### config.mk
export PLATFORM = sky130hd
export DESIGN_NAME = notch_coeff_loader
export DESIGN_NICKNAME = d
export VERILOG_FILES = /design/src/rtl/dfe_cfg_pkg.sv /design/src/rtl/notch_coeff_bank.sv /design/src/rtl/notch_coeff_loader.sv
export SDC_FILE = /design/constraint.sdc
export NUM_CORES = 1
export LEC_CHECK = 0
export CAP_MARGIN = 40
export CORE_UTILIZATION = 60
export CTS_CLUSTER_DIAMETER = 40
export DETAILED_ROUTE_END_ITERATION = 7
export GPL_TIMING_DRIVEN = 0
export PLACE_DENSITY = 0.84
export SLEW_MARGIN = 40
export SYNTH_ARGS = -nofsm -noshare
export SYNTH_HDL_FRONTEND = slang
export SYNTH_HIERARCHICAL = 1
export SYNTH_SLANG_ARGS = --single-unit
### constraint.sdc
create_clock -name CLK -period 10.05 [get_ports CLK]
set_input_delay 2.5125 -clock CLK [delete_from_list [all_inputs] [get_ports CLK]]
set_output_delay 2.5125 -clock CLK [all_outputs]
set_load 0.005 [all_outputs]
### src/rtl/dfe_cfg_pkg.sv
// Shared constants and types for DFE configuration loaders.
// Coefficient slot order within a stage is b0,b1,b2,a1,a2 from the LSB.
package dfe_cfg_pkg;

  localparam logic [3:0] DFE_SYNC        = 4'hA;
  localparam int         DFE_UNITY       = 16384;
  localparam int         COEFS_PER_STAGE = 5;

  localparam int B0 = 0;
  localparam int B1 = 1;
  localparam int B2 = 2;
  localparam int A1 = 3;
  localparam int A2 = 4;

  typedef enum logic [1:0] {
    IDLE  = 2'd0,
    LOAD  = 2'd1,
    DRAIN = 2'd2,
    WRITE = 2'd3
  } load_state_t;

endpackage

### src/rtl/notch_coeff_bank.sv
// One notch stage: shadow coefficient set, live coefficient set and dirty flag.
// Shadow is written by a complete frame; live follows shadow only on commit.
module notch_coeff_bank
  import dfe_cfg_pkg::*;
#(
  parameter int WIDTH = 16,
  parameter int UNITY = DFE_UNITY
) (
  input  logic                               CLK,
  input  logic                               rst,
  input  logic                               i_wr,
  input  logic [COEFS_PER_STAGE*WIDTH-1:0]   i_wr_data,
  input  logic                               i_commit,
  output logic [COEFS_PER_STAGE*WIDTH-1:0]   o_live,
  output logic                               o_dirty
);

  localparam int BW = COEFS_PER_STAGE * WIDTH;
  localparam logic [BW-1:0] PASSTHRU = BW'(WIDTH'(UNITY)) << (B0 * WIDTH);

  logic [BW-1:0] r_shadow;
  logic [BW-1:0] r_live;
  logic          r_dirty;

  always_ff @(posedge CLK or posedge rst) begin
    if (rst) begin
      r_shadow <= PASSTHRU;
      r_live   <= PASSTHRU;
      r_dirty  <= 1'b0;
    end else begin
      if (i_wr) begin
        r_shadow <= i_wr_data;
        r_dirty  <= 1'b1;
      end else if (i_commit && r_dirty) begin
        r_live  <= r_shadow;
        r_dirty <= 1'b0;
      end
    end
  end

  assign o_live  = r_live;
  assign o_dirty = r_dirty;

endmodule

### src/rtl/notch_coeff_loader.sv
// Frame parser and commit control for the cascaded notch coefficient banks.
// Commit is held off while sample_en is high so a biquad never sees a mixed set.
module notch_coeff_loader
  import dfe_cfg_pkg::*;
#(
  parameter int         WIDTH      = 16,
  parameter int         NUM_STAGES = 2,
  parameter logic [3:0] SYNC       = DFE_SYNC,
  parameter int         UNITY      = DFE_UNITY
) (
  input  logic                                    CLK,
  input  logic                                    rst,
  input  logic                                    cfg_valid,
  output logic                                    cfg_ready,
  input  logic [WIDTH-1:0]                        cfg_data,
  input  logic                                    sample_en,
  output logic [NUM_STAGES*COEFS_PER_STAGE*WIDTH-1:0] coeff_bus,
  output logic                                    pending,
  output logic                                    commit_done,
  output logic                                    cfg_err
);

  localparam int SW = COEFS_PER_STAGE * WIDTH;

  load_state_t r_state;
  load_state_t w_next;
  logic [2:0]  r_cnt;
  logic [3:0]  r_idx;
  logic [COEFS_PER_STAGE-1:0][WIDTH-1:0] r_frame;
  logic        r_cfg_err;
  logic        r_commit_done;

  logic                  w_ready;
  logic                  w_acc;
  logic                  w_sync_ok;
  logic                  w_idx_ok;
  logic                  w_last;
  logic                  w_commit;
  logic [NUM_STAGES-1:0] w_dirty;

  assign w_acc     = cfg_valid && cfg_ready;
  assign w_sync_ok = (cfg_data[WIDTH-1 -: 4] == SYNC);
  assign w_idx_ok  = ({28'd0, cfg_data[3:0]} < 32'(NUM_STAGES));
  assign w_last    = (r_cnt == 3'(A2));

  always_ff @(posedge CLK or posedge rst) begin
    if (rst) r_state <= IDLE;
    else     r_state <= w_next;
  end

  always_comb begin
    w_next  = r_state;
    w_ready = 1'b0;
    case (r_state)
      IDLE: begin
        w_ready = 1'b1;
        if (w_acc && w_sync_ok) w_next = w_idx_ok ? LOAD : DRAIN;
      end
      LOAD: begin
        w_ready = 1'b1;
        if (w_acc && w_last) w_next = WRITE;
      end
      DRAIN: begin
        w_ready = 1'b1;
        if (w_acc && w_last) w_next = IDLE;
      end
      WRITE: w_next = IDLE;
      default: w_next = IDLE;
    endcase
  end

  assign cfg_ready = w_ready && !rst;

  always_ff @(posedge CLK or posedge rst) begin
    if (rst) begin
      r_cnt   <= 3'd0;
      r_idx   <= 4'd0;
      r_frame <= '0;
    end else begin
      case (r_state)
        IDLE: if (w_acc) begin
          r_cnt <= 3'd0;
          r_idx <= cfg_data[3:0];
        end
        LOAD: if (w_acc) begin
          r_frame[r_cnt] <= cfg_data;
          r_cnt          <= w_last ? 3'd0 : r_cnt + 3'd1;
        end
        DRAIN: if (w_acc) r_cnt <= w_last ? 3'd0 : r_cnt + 3'd1;
        default: ;
      endcase
    end
  end

  // A WRITE edge never commits; the next eligible edge picks up the new stage too.
  assign w_commit = (|w_dirty) && !sample_en && (r_state != WRITE);

  always_ff @(posedge CLK or posedge rst) begin
    if (rst) begin
      r_cfg_err     <= 1'b0;
      r_commit_done <= 1'b0;
    end else begin
      r_cfg_err     <= (r_state == IDLE) && w_acc && !(w_sync_ok && w_idx_ok);
      r_commit_done <= w_commit;
    end
  end

  for (genvar s = 0; s < NUM_STAGES; s++) begin : g_stage
    notch_coeff_bank #(
      .WIDTH (WIDTH),
      .UNITY (UNITY)
    ) u_bank (
      .CLK       (CLK),
      .rst       (rst),
      .i_wr      ((r_state == WRITE) && (r_idx == 4'(s))),
      .i_wr_data (r_frame),
      .i_commit  (w_commit),
      .o_live    (coeff_bus[s*SW +: SW]),
      .o_dirty   (w_dirty[s])
    );
  end

  assign pending     = |w_dirty;
  assign commit_done = r_commit_done;
  assign cfg_err     = r_cfg_err;

endmodule

==> summary.txt, run 1 <==
Status
  – Status: completed

Yosys
  – Syn Nets: between 900 and 1000
  – Number of cells produced by synthesis: 917
  – Syn Std Cell Area: about 16000 sq um
  – Synth cell types: 32
  – Average size of a mapped cell: 17.9 sq um
  – Synth Flop Type: sky130_fd_sc_hd__dfrtp_1
  – Number of synthesized flops with an enable pin: 0
  – Seq cells post-synth: roughly 410
  – Number of warnings reported in the yosys synthesis log: 6
  – Async set or reset register ratio after synthesis: 1.00
  – Share of the yosys chip area belonging to registers: 0.630

Clock tree
  – TritonCTS clock tree: yes
  – Number of buffers between clock root and the deepest sink: 3
  – Clock sink count: 413
  – Setup fix buffers added after clock tree synthesis: 0
  – H-tree depth reported by CTS: 2
  – Count of instances resized after the clock tree is built: 0
  – Clock buffer count from CTS: 47
  – Worst skew pair latency: 0.54 ns
  – Clk pin slew, worst setup/hold paths: 0.06 ns
  – Post-CTS Hold Buffers: 0
  – Root buffer selected by CTS: sky130_fd_sc_hd__clkbuf_16

Finish
  – Top library cells by usage in the layout, fill and taps aside: sky130_fd_sc_hd__dfrtp_1 (409), sky130_fd_sc_hd__mux2_2 (214), sky130_fd_sc_hd__mux2_4 (190), sky130_fd_sc_hd__clkdlybuf4s50_1 (183), sky130_fd_sc_hd__clkbuf_16 (49)
  – Non-filler instance count after layout: ~1500
  – Antenna diode instance count: 0
  – Post-route cell area: ~20000 sq um
  – Most frequent standard cell in the layout excluding fill and tap cells: sky130_fd_sc_hd__dfrtp_1
  – Number of fill cells in the layout: about 1600
  – Layout cells sized above 1: 0.457
  – Area growth, synth to finish: 24.2%
  – Final nets: about 1200

Detailed routing
  – Met3 routed WL: 2190 um
  – Top Layer Used: met4
  – Number of DRC markers in iteration 0: 400
  – Number of iterations in the first detailed-routing pass: 4
  – Post-detailed-route via-to-cell ratio: between 5 and 6
  – Final ANT Viol Nets: 0
  – Routed wirelength normalized by instance count: approximately 23 um
  – Total length of routed met2 wires: 17300 um
  – Aggregate routed wire length: around 36000 um
  – Count of vias placed by the detailed router: 8542
  – Number of DRC violations after detailed routing: 0
  – Routed met1 length: roughly 16000 um

Setup path
  – Data required time of the critical path: 7.54 ns
  – Critical path's largest stage delay: 0.77 ns
  – Element type at the critical path start: primary input
  – Critical path's slowest cell: sky130_fd_sc_hd__clkdlybuf4s50_1
  – Worst setup path category: primary input to output port
  – Beginning of the critical path: rst
  – Cell with the most instances on the worst path: sky130_fd_sc_hd__clkdlybuf4s50_1
  – Worst endpoint data arrival time: between 4 and 5 ns
  – Worst reg2reg path startpoint: r_state[0]$_DFFE_PP0P_
  – Critical path capture point type: output port
  – Critical-path cell list: clkdlybuf4s50_1 -> nor2_1 -> clkdlybuf4s50_1
  – Worst Path Max Fanout: 5

Global route
  – Global-route wire length before repair: between 50000 and 60000 um
  – Gr usage total: 0.266
  – Maximum number of pins on one net before global-route repair: 77
  – Number of antenna violations at the first check in global routing: 0
  – Number of global-route vias before repair: slightly above 9000
  – Total overflow reported by the global router: 0

Job
  – Max Cap Violations: 0

STA
  – Worst clock skew: between 0.015 and 0.02 ns
  – Unrepaired setup endpoints after global routing: false
  – Max transition margin: 0.519
  – Total negative slack: 0 ns
  – Highest attainable clock frequency: approximately 150 MHz
  – Number of pins exceeding their max-slew limit in the final report: 0
  – Final setup vio count: 0
  – Worst path setup slack after routing: about 3.5 ns
  – Post-route fraction of the period consumed by the critical path: 0.650
  – Worst hold slack: about 0.5 ns
  – Tightest Pin Transition: around 0.72 ns
  – Crit path time final: 6.53 ns
  – Total count of hold-check failures in the final report: 0

Floorplanning
  – Die area: around 28000 sq um
  – Core box area: 26900 sq um
  – Top Ports: ~180
  – Vertical die dimension: roughly 170 um
  – Initial Utilization: 0.611
  – Core Rows: 60
  – Die extent in x: around 170 um

Power
  – VDD IR max: ~0.14 mV
  – Total leakage power: around 11 nW
  – Power Dens Cells: between 150 and 200 nW/um^2

Placement
  – Number of cells in the design after placement: between 1000 and 1500
  – Setup Slack @ Placement: 3.52 ns
  – Placed cell area: between 15000 and 20000 sq um
  – Final weighted congestion in routability-driven placement: 0.765
  – Port buffer count: ~180
  – Sum of net half-perimeters after detailed placement: around 22000 um

Worst hold path
  – Worst hold-check path type: flip-flop to flip-flop
  – Startpoint of the worst hold path: g_stage[1].u_bank/r_shadow[20]$_DFFE_PP0P_
## area by class of cell
class | instances | area, sq um | share of cell area
Inverter | 9 | 56.3 | 0.00276
Clock buffer | 61 | 1300 | 0.0638
Tap cell | 341 | 427 | 0.0209
Clock inverter | 25 | 251 | 0.0123
Multi-Input combinational cell | 452 | 5690 | 0.279
Timing Repair Buffer | 188 | 1970 | 0.0966
Sequential cell | 413 | 10300 | 0.507
Buffer | 43 | 350 | 0.0172
## metrics by stage
stage                     power [mW]   util
after floorplan                 2.04      -
after global placement          2.13  0.695
after detailed placement        2.15  0.701
after CTS                       3.84  0.759
after global routing            3.94  0.759
final                           3.81  0.759
## Yosys cell counts, types with 2 or more instances
| master | count | area, sq um |
|---|---|---|
| sky130_fd_sc_hd__dfrtp_1 | 409 | 10200 |
| sky130_fd_sc_hd__nor3_1 | 2 | 10.0 |
| sky130_fd_sc_hd__nand2_1 | 5 | 18.8 |
| sky130_fd_sc_hd__inv_1 | 9 | 33.8 |
| sky130_fd_sc_hd__a32o_1 | 2 | 20.0 |
| sky130_fd_sc_hd__a21o_1 | 3 | 22.5 |
| sky130_fd_sc_hd__buf_4 | 2 | 15.0 |
| sky130_fd_sc_hd__dfstp_2 | 4 | 105 |
| sky130_fd_sc_hd__o21ai_0 | 2 | 10.0 |
| sky130_fd_sc_hd__mux2_4 | 190 | 2850 |
| sky130_fd_sc_hd__mux2i_1 | 3 | 30.0 |
| sky130_fd_sc_hd__nand3_4 | 3 | 52.6 |
| sky130_fd_sc_hd__buf_2 | 19 | 95.1 |
| sky130_fd_sc_hd__ha_1 | 7 | 87.6 |
| sky130_fd_sc_hd__nor2_1 | 5 | 18.8 |
| sky130_fd_sc_hd__nand3b_4 | 2 | 40.0 |
| sky130_fd_sc_hd__buf_6 | 21 | 236 |
| sky130_fd_sc_hd__a21oi_1 | 2 | 10.0 |
| sky130_fd_sc_hd__mux2_2 | 214 | 2410 |
## report_power, final
part	switching, mW	internal [mW]
sequential	0.0710	1.76
combinational	0.149	0.147
clock	0.682	1.00
## flip-flops by register name, summed over array words and instances, names as in the netlist
signal                   flops
r_cnt                        3
g_stage.u_bank/r_shadow    160
r_idx                        4
commit_done                  1
r_state                      2
r_frame                     80
g_stage.u_bank/o_dirty       2
cfg_err                      1
g_stage.u_bank/o_live      160
## metal layers
metal	up-vias	GRT usage
li1	3708	-
met1	4542	0.378
met2	239	0.424
met3	53	0.0399
met4	0	0.0890
met5	-	0
## critical path: cells and delay by family
| family | cells | cell delay, ns |
|---|---|---|
| buffers and inverters | 2 | 1.30 |
| and+or+nand+nor | 1 | 0.21 |
## cell families after synthesis
kind of cell | after synthesis | synth area share
multiplexers | 407 | 0.322
AO/OA/AOI/OAI | 11 | 0.00473
AND/OR/NAND/NOR | 27 | 0.0140
buffers and inverters | 52 | 0.0234
adder cells (fa/ha/maj) | 7 | 0.00534
flip-flops | 413 | 0.630
## worst paths after layout
check | slack, ns | cells past startpoint | endpoint
max reg2reg | 7.45 | 8 | g_stage[0].u_bank/o_live[18]$_DFFE_PP0P_
min reg2reg | 0.50 | 1 | g_stage[1].u_bank/o_live[20]$_DFFE_PP0P_
min | 0.50 | 1 | g_stage[1].u_bank/o_live[20]$_DFFE_PP0P_
max | 3.52 | 3 | cfg_ready
max in group asynchronous | 6.25 | 4 | g_stage[0].u_bank/r_shadow[16]$_DFFE_PP0P_
min in group asynchronous | 2.73 | 2 | g_stage[0].u_bank/r_shadow[66]$_DFFE_PP0P_
(Power assumes the default switching activity.)
==> inputs of run 2 (changes only) <==
- CORE_UTILIZATION: 60 -> 51
- PLACE_DENSITY: 0.84 -> 0.76
- clock period: 10.05 -> 5.91 ns (I/O delays scaled with it)
==> run 2 against run 1 <==
  * Die area is 17% higher
  * First-iteration DRC count fell by 6.0%
  * Global-route usage shrank 4.2 points
  * Setup slack lost 2.1 ns
  * Flip-flop and latch count is the same
==> summary.txt, run 2 (same netlist as run 1, synthesis figures left out) <==
Clock tree
  – Count of instances resized after the clock tree is built: 0
  – TritonCTS clock tree: yes
  – Clk pin slew, worst setup/hold paths: 0.06 ns
  – H-tree depth reported by CTS: 2
  – Clock sink count: just over 400
  – Clock buffer count from CTS: 51
  – Worst skew pair latency: approximately 0.55 ns
  – Number of buffers between clock root and the deepest sink: 3
  – Post-CTS Hold Buffers: 0
  – Root buffer selected by CTS: sky130_fd_sc_hd__clkbuf_16
  – Setup fix buffers added after clock tree synthesis: 0

Detailed routing
  – Post-detailed-route via-to-cell ratio: 5.31
  – Final ANT Viol Nets: 0
  – Number of iterations in the first detailed-routing pass: 4
  – Count of vias placed by the detailed router: between 8000 and 9000
  – Aggregate routed wire length: around 35000 um
  – Number of DRC markers in iteration 0: roughly 380
  – Number of DRC violations after detailed routing: 0
  – Routed wirelength normalized by instance count: between 20 and 25 um

Global route
  – Gr usage total: 0.224
  – Maximum number of pins on one net before global-route repair: 74
  – Number of antenna violations at the first check in global routing: 0
  – Number of global-route vias before repair: 9207
  – Global-route wire length before repair: 55800 um
  – Total overflow reported by the global router: 0

Power
  – Power Dens Cells: roughly 330 nW/um^2
  – Pint: ~5.2 mW
  – Share of power burned in registers: 0.461
  – Clock network fraction of design power: 0.465
  – Net switching power: about 1.6 mW
  – VDD IR max: 0.243 mV
  – Sw frac: 0.231
  – Total leakage power: approximately 11 nW
  – Share of total power in combinational logic: 0.074

Finish
  – Final nets: approximately 1200
  – Area growth, synth to finish: 25.7%
  – Number of fill cells in the layout: between 2000 and 2500
  – Top library cells by usage in the layout, fill and taps aside: sky130_fd_sc_hd__dfrtp_1 (409), sky130_fd_sc_hd__mux2_2 (214), sky130_fd_sc_hd__mux2_4 (190), sky130_fd_sc_hd__clkdlybuf4s50_1 (183), sky130_fd_sc_hd__clkbuf_16 (51)
  – Layout cells sized above 1: 0.459
  – Post-route cell area: about 21000 sq um
  – Most frequent standard cell in the layout excluding fill and tap cells: sky130_fd_sc_hd__dfrtp_1
  – Antenna diode instance count: 0

Worst hold path
  – Worst hold path depth: 1
  – Sink of the worst hold path: g_stage[1].u_bank/o_live[20]$_DFFE_PP0P_
  – Startpoint of the worst hold path: g_stage[1].u_bank/r_shadow[20]$_DFFE_PP0P_
  – Worst hold-check path type: flip-flop to flip-flop

STA
  – Worst clock skew: around 0.023 ns
  – Worst hold slack: just under 0.5 ns
  – Number of pins exceeding their max-slew limit in the final report: 0
  – Unrepaired setup endpoints after global routing: false
  – Max transition margin: 0.535
  – Total count of hold-check failures in the final report: 0
  – Post-route fraction of the period consumed by the critical path: 0.752
  – Highest attainable clock frequency: between 200 and 250 MHz
  – Crit path time final: 4.44 ns
  – Tightest Pin Transition: slightly below 0.7 ns
  – Final setup vio count: 0

Setup path
  – Data required time of the critical path: about 4.4 ns
  – Worst setup path category: primary input to output port
  – Depth of the worst register-to-register path: 8
  – Worst Path Max Fanout: 5
  – Worst reg2reg path startpoint: r_state[0]$_DFFE_PP0P_
  – Critical path capture point type: output port
  – Reg-to-reg endpoint: g_stage[1].u_bank/o_live[53]$_DFFE_PP0P_
  – Element type at the critical path start: primary input
  – Worst endpoint data arrival time: 2.97 ns
  – R2r setup slk: ~3.3 ns

Placement
  – Port buffer count: 183
  – Placed cell area: ~19000 sq um
  – Sum of net half-perimeters after detailed placement: between 20000 and 25000 um
  – Final weighted congestion in routability-driven placement: about 0.74

Floorplanning
  – Core Rows: 65
  – Die area: 32900 sq um
  – Top Ports: about 180
  – Die extent in x: ~180 um
  – Vertical die dimension: between 150 and 200 um
  – Core box area: ~32000 sq um
  – Initial Utilization: 0.519

Job
  – Max Cap Violations: 0

Status
  – Status: completed
[run 2: worst max-delay path by stage]
stage | slack, ns | to | cells after the start | startpoint
floorplan | 0.09 | g_stage[0].u_bank/o_dirty$_DFFE_PP0P_ | 1 | rst
finish | 1.47 | cfg_ready | 3 | rst
global placement | -2.67 | g_stage[1].u_bank/o_live[49]$_DFFE_PP0P_ | 2 | rst
CTS | 1.46 | cfg_ready | 3 | rst
global route | 1.39 | cfg_ready | 3 | rst
detailed placement | 1.48 | cfg_ready | 3 | rst
[run 2: power by group through the flow]
| stage | Combinational, mW | Clock [mW] | Sequential (mW) |
|---|---|---|---|
| floorplan | 0.359 | 0 | 3.12 |
| global placement | 0.477 | 0 | 3.15 |
| detailed placement | 0.507 | 0 | 3.16 |
| CTS | 0.512 | 3.20 | 3.11 |
| global route | 0.551 | 3.33 | 3.13 |
| finish | 0.502 | 3.14 | 3.11 |
[run 2: cell type report]
| type | count | area, sq um | share of cell area |
|---|---|---|---|
| buffer | 43 | 350 | 0.0170 |
| clock buffer | 64 | 1370 | 0.0662 |
| clock inverter | 26 | 355 | 0.0172 |
| inverter | 9 | 56.3 | 0.00273 |
| multi-input combinational | 452 | 5690 | 0.276 |
| sequential | 413 | 10300 | 0.501 |
| tap | 402 | 503 | 0.0244 |
| timing repair buffer | 188 | 1970 | 0.0955 |
[run 2: per-layer routing]
| layer | track usage | part of all wire | vias up |
|---|---|---|---|
| li1 | - | - | 3745 |
| met1 | 0.328 | 0.47 | 4486 |
| met2 | 0.351 | 0.47 | 204 |
| met3 | 0.0319 | 0.036 | 52 |
| met4 | 0.0603 | 0.025 | 0 |
| met5 | 0 | 0 | - |
[run 2: critical path, cell delays in order]
cell and delay (ns):
sky130_fd_sc_hd__clkdlybuf4s50_1 0.75, sky130_fd_sc_hd__nor2_1 0.22, sky130_fd_sc_hd__clkdlybuf4s50_1 0.52
[run 2: per-stage QoR]
stage	util	TNS, ns	total power [mW]	setup WS, ns	cells
6_report	0.652	0	6.76	1.47	1597
5_1_grt	0.652	0	7.01	1.39	1597
4_1_cts	0.652	0	6.82	1.46	1597
3_5_place_dp	0.598	0	3.66	1.48	1507
3_3_place_gp	0.593	-841.42	3.63	-2.67	1502
2_1_floorplan	-	0	3.47	0.0875	917
